$ cat src/rtl/comparador_pkg.sv
// Shared definitions for the comparator controllers: state encoding and
// the helpers that size the pair index from the operand width.
package comparador_pkg;

    typedef logic [1:0] state_t;

    localparam state_t IDLE = 2'b00;
    localparam state_t COMP = 2'b01;
    localparam state_t DONE = 2'b10;

    function automatic int pair_count(input int width);
        return width / 2;
    endfunction

    // A single pair still needs a 1-bit index port.
    function automatic int pos_width(input int width);
        int n;
        n = width / 2;
        return (n <= 1) ? 1 : $clog2(n);
    endfunction

endpackage

$ cat src/rtl/comparador_seq_if.sv
// Requester-side bundle of the sequential comparator: start/operands in,
// busy/done/result out, plus the controller state for observation.
interface comparador_seq_if #(parameter int WIDTH = 8);
    import comparador_pkg::*;

    localparam int PW = pos_width(WIDTH);

    // start is taken only while busy=0; a/b are captured on that same edge.
    // done pulses for one cycle, and igual/pos stay valid until the next accept.
    logic             start;
    logic [WIDTH-1:0] a;
    logic [WIDTH-1:0] b;
    logic             busy;
    logic             done;
    logic             igual;
    logic [PW-1:0]    pos;
    state_t           state;

    modport master (
        output start, a, b,
        input  busy, done, igual, pos, state
    );

    modport slave (
        input  start, a, b,
        output busy, done, igual, pos, state
    );

endinterface

$ cat src/rtl/comparador2bits.sv
// 2-bit equality cell: y is high when both bit pairs match.
module comparador2bits (
    input  logic [1:0] a,
    input  logic [1:0] b,
    output logic       y
);

    assign y = &(a ~^ b);

endmodule

$ cat src/rtl/comparador_seq.sv
// Serial equality checker: walks the operands two bits per clock, LSB pair
// first, and stops on the first differing pair.
module comparador_seq
    import comparador_pkg::*;
#(
    parameter int WIDTH = 8
) (
    input  logic              clk,
    input  logic              rst_n,
    comparador_seq_if.slave   bus
);

    localparam int N  = pair_count(WIDTH);
    localparam int PW = pos_width(WIDTH);
    localparam logic [PW-1:0] LAST_IDX = PW'(N - 1);

    state_t           state;
    state_t           state_nx;
    logic [WIDTH-1:0] sa;
    logic [WIDTH-1:0] sb;
    logic [PW-1:0]    idx;
    logic             igual_r;
    logic [PW-1:0]    pos_r;
    logic             pair_eq;
    logic             last_pair;

    comparador2bits u_cmp (
        .a (sa[1:0]),
        .b (sb[1:0]),
        .y (pair_eq)
    );

    assign last_pair = (idx == LAST_IDX);

    always_ff @(posedge clk) begin
        if (!rst_n) state <= IDLE;
        else        state <= state_nx;
    end

    always_comb begin
        state_nx = state;
        case (state)
            IDLE:    if (bus.start) state_nx = COMP;
            COMP:    if (!pair_eq || last_pair) state_nx = DONE;
            DONE:    state_nx = IDLE;
            default: state_nx = IDLE;
        endcase
    end

    always_comb begin
        bus.busy  = (state != IDLE);
        bus.done  = (state == DONE);
        bus.state = state;
    end

    // Operands are captured once; later changes on a/b are never seen.
    always_ff @(posedge clk) begin
        if (!rst_n) begin
            sa      <= '0;
            sb      <= '0;
            idx     <= '0;
            igual_r <= 1'b0;
            pos_r   <= '0;
        end else begin
            case (state)
                IDLE: begin
                    if (bus.start) begin
                        sa      <= bus.a;
                        sb      <= bus.b;
                        idx     <= '0;
                        igual_r <= 1'b0;
                        pos_r   <= '0;
                    end
                end
                COMP: begin
                    if (!pair_eq) begin
                        igual_r <= 1'b0;
                        pos_r   <= idx;
                    end else if (last_pair) begin
                        igual_r <= 1'b1;
                        pos_r   <= '0;
                    end else begin
                        sa  <= sa >> 2;
                        sb  <= sb >> 2;
                        idx <= idx + PW'(1);
                    end
                end
                default: ;
            endcase
        end
    end

    assign bus.igual = igual_r;
    assign bus.pos   = pos_r;

endmodule
$ cat src/flat_wrapper.sv
// flat-port wrapper written by rule: the top's interface ports become plain ports
module comparador_seq_flat import comparador_pkg::*;
#(
    parameter int WIDTH = 8
)
  (clk, rst_n, bus_start, bus_a, bus_b, bus_busy, bus_done, bus_igual, bus_pos, bus_state);
  comparador_seq_if #(.WIDTH(WIDTH)) bus_i ();
  input  logic clk;
  input  logic rst_n;
  input wire logic [$bits(bus_i.start)-1:0] bus_start;
  input wire logic [$bits(bus_i.a)-1:0] bus_a;
  input wire logic [$bits(bus_i.b)-1:0] bus_b;
  output wire logic [$bits(bus_i.busy)-1:0] bus_busy;
  output wire logic [$bits(bus_i.done)-1:0] bus_done;
  output wire logic [$bits(bus_i.igual)-1:0] bus_igual;
  output wire logic [$bits(bus_i.pos)-1:0] bus_pos;
  output wire logic [$bits(bus_i.state)-1:0] bus_state;
  assign bus_i.start = bus_start;
  assign bus_i.a = bus_a;
  assign bus_i.b = bus_b;
  assign bus_busy = bus_i.busy;
  assign bus_done = bus_i.done;
  assign bus_igual = bus_i.igual;
  assign bus_pos = bus_i.pos;
  assign bus_state = bus_i.state;
  comparador_seq #(.WIDTH(WIDTH)) u_core (.clk(clk), .rst_n(rst_n), .bus(bus_i));
endmodule
$ cat config.mk
export PLATFORM = sky130hd
export DESIGN_NAME = comparador_seq_flat
export DESIGN_NICKNAME = d
export VERILOG_FILES = /design/src/rtl/comparador_pkg.sv /design/src/rtl/comparador_seq_if.sv /design/src/rtl/comparador2bits.sv /design/src/rtl/comparador_seq.sv /design/src/flat_wrapper.sv
export SDC_FILE = /design/constraint.sdc
export NUM_CORES = 1
export LEC_CHECK = 0
export CORE_MARGIN = 2
export CORE_UTILIZATION = 45
export CTS_CLUSTER_SIZE = 30
export DETAILED_ROUTE_END_ITERATION = 10
export PLACE_DENSITY_LB_ADDON = 0.05
export SYNTH_ARGS = -nofsm -noshare
export SYNTH_HDL_FRONTEND = slang
export SYNTH_SLANG_ARGS = --single-unit
$ cat constraint.sdc
create_clock -name clk -period 3.8 [get_ports clk]
set_input_delay 0.38 -clock clk [delete_from_list [all_inputs] [get_ports clk]]
set_output_delay 0.38 -clock clk [all_outputs]
set_load 0.05 [all_outputs]
==> flow_summary.yaml <==
cts:
  cts_tree: "done"
  worstSkewPairLatency_ns: 0.31
  cts_htree_levels: 1
  cts_setup_buffers: 0
  cts.repair.resized: 0
  clkSlewWorstSetupHoldPaths_ns: 0.13
  ctsHoldBuffers: 0
  cts_buffers: 3
  clock_path_buffers: 2
  clockRootBuffer: "clkbuf_4"
  cts_sinks: 23
sta:
  setup_viol_count_final: 0
  setup_tns_ns: 0
  finalHoldViolations: 0
  tightest_slew_ns: 1.10
  finalClockSkew_ns: 0.00846
  fin_crit_ns: 2.15
  grt_setup_unrepaired: "false"
  finalMaxSlewViolations: 0
  clock.fmax_mhz: 466
  setup_ws_ns: 1.65
  finalCritPeriodShare: 0.565
  slew_headroom: 0.266
  hold_ws_ns: 0.459
critical_path:
  path_depth: 2
  required_ns: 3.42
  startpoint: "u_core.bus.state[0]$_SDFFE_PN0P_"
  reg2regPathDepth: 4
  reg2reg_slack_ns: 1.79
  r2r_end: "u_core.sb[1]$_SDFFE_PN0P_"
  critPathKind: "flop to primary output"
  critical-path-top-delay-family: "buffers and inverters"
  path_buf_inv: 1
  path_cells: "or2_2 -> clkdlybuf4s50_1"
  worstSetupEndpoint: "bus_busy"
  crit_arrival_ns: 1.77
  regToRegStartpoint: "u_core.idx[0]$_SDFFE_PN0P_"
  crit_fanout: 10
  cpPeakStageDelay_ns: 0.79
  cpMaxStageDelayCell: "clkdlybuf4s50_1"
  endpoint_kind: "primary output"
  setup.worst_path.start_class: "flop"
routing:
  vias_per_cell: 5.28
  vias: 855
  drt-initial-drc-count: 10
  route.detailed.drc: 0
  antenna_left: 0
  wl_um: 2160
  drt_first_pass_iters: 4
  routedWlPerCell_um: 13.3
floorplanning:
  start_util: 0.483
  die_y_um: 53.2
  core_area_mm2: 0.00225
  die_x_um: 53.2
  die-area_mm2: 0.00283
  fp-row-count: 17
  num_io_pins: 26
grt:
  grt_pass1_wl_um: 3610
  grt_pass1_vias: 823
  grt_usage: 0.176
  grt_max_degree: 19
  globalRouteOverflowTotal: 0
  antenna_found_initial: 0
power:
  power_density_mw_per_mm2: 421
  ir_drop_v: 0.000304
  p_leak_nw: 0.530
placement:
  gp_congestion: 0.750
  dp_hpwl_um: 1620
  place_inst: 158
  port_buffers: 25
  place_worst_setup_slack_ns: 1.64
finish:
  final_common_cell: "clkdlybuf4s50_1"
  final_cells: 162
  final_layout_size_suffix_gt1_frac: 0.0522
  layout_common_cells: "clkdlybuf4s50_1 (25), dfxtp_1 (23), inv_1 (18), mux2i_1 (13), o32ai_1 (12)"
  n_antenna_cell: 0
  nets: 155
  syn2layout_area_growth_pct: 26.3
  fin_util: 0.610
flow_run:
  maxCapViolCount: 0
yosys:
  synthFlopType: "dfxtp_1"
  yosys_warnings: 0
  syn_area_mm2: 0.00109
  async_flop_share: 0
  synth_seq_cells: 23
  netlist_instances: 110
  synth-edff-count: 0
  seq_area_frac_synth: 0.423
  synth_cell_types: 29
  synth_fp_nets: 130
  synth.avg_cell_area_um2: 9.91
run_status:
  status: "complete, no violations"
min_path:
  worstHoldPathType: "flop to flop"
synthesized netlist by cell type, drive strengths merged, types with 2 or more instances:
cell type,instances,area [um2]
clkbuf,2,7.51
buf,3,21.3
and2b,2,15.0
o32ai,12,105
or3b,2,17.5
nand2,3,11.3
o2bb2ai,4,35.0
nor2b,2,12.5
nand2b,2,12.5
nand3,4,20.0
xor2,2,17.5
xnor2,2,17.5
mux2i,13,130
o211ai,5,37.5
dfxtp,23,460
inv,18,67.6
worst reg2reg max path, cell delays in order, from the launching register on:
cell and delay [ns]:
dfxtp_1 0.36, ha_1 0.25, or3b_1 0.40, o311ai_4 0.65, o32ai_1 0.21
flip-flops by register name, indices dropped and copies added, names as in the netlist:
| signal | flops |
|---|---|
| u_core.idx | 2 |
| u_core.bus.pos | 2 |
| u_core.sa | 8 |
| u_core.bus.igual | 1 |
| u_core.bus.state | 2 |
| u_core.sb | 8 |
metal layers:
metal | global-route usage | up-vias | share of wire | wire length, um
li1 | - | 454 | - | -
met1 | 0.229 | 383 | 0.51 | 1090
met2 | 0.278 | 16 | 0.45 | 971
met3 | 0.0593 | 2 | 0.038 | 82
met4 | 0.0385 | 0 | 0.0056 | 12
met5 | 0 | - | 0 | 0
area by class of cell:
| cell class | instances | area, um2 |
|---|---|---|
| clock inverters | 1 | 7.51 |
| repair buffers | 25 | 250 |
| flip-flops and latches | 23 | 460 |
| well taps | 28 | 35.0 |
| inverters | 18 | 67.6 |
| clock buffers | 3 | 22.5 |
| fillers | 221 | 878 |
| multi-input cells | 64 | 533 |
per-stage QoR:
step	power (mW)	cell area [um2]
global placement	0.467	1350
floorplan	0.420	1090
detailed placement	0.470	1350
CTS	0.586	1380
global route	0.614	1380
finish	0.579	1380
how the worst min path moves through the flow:
stage	cells past startpoint	slack, ns	end	start
after detailed placement	2	0.44	u_core.sb[6]$_SDFFE_PN0P_	u_core.sb[6]$_SDFFE_PN0P_
final	2	0.46	u_core.sb[7]$_SDFFE_PN0P_	u_core.sb[7]$_SDFFE_PN0P_
after CTS	2	0.46	u_core.sb[6]$_SDFFE_PN0P_	u_core.sb[6]$_SDFFE_PN0P_
after global placement	2	0.43	u_core.sb[6]$_SDFFE_PN0P_	u_core.sb[6]$_SDFFE_PN0P_
after global routing	2	0.48	u_core.sb[6]$_SDFFE_PN0P_	u_core.sb[6]$_SDFFE_PN0P_
after floorplan	2	0.42	u_core.sa[6]$_SDFFE_PN0P_	u_core.sa[6]$_SDFFE_PN0P_
where the power goes:
part           leakage, nW  switching (mW)  total, mW  internal (mW)
combinational        0.327          0.0982      0.174         0.0763
clock               0.0139          0.0753      0.115         0.0402
sequential           0.188          0.0214      0.289          0.268
cells by family after synthesis:
group / Yosys count / share of synthesized area
buffers and inverters: 23 / 0.0884
XOR/XNOR: 4 / 0.0322
flip-flops: 23 / 0.423
AND/OR/NAND/NOR: 20 / 0.113
AO/OA/AOI/OAI: 26 / 0.214
multiplexers: 13 / 0.119
adder cells (fa/ha/maj): 1 / 0.0115
No activity file was read; power rests on OpenSTA's default activity.
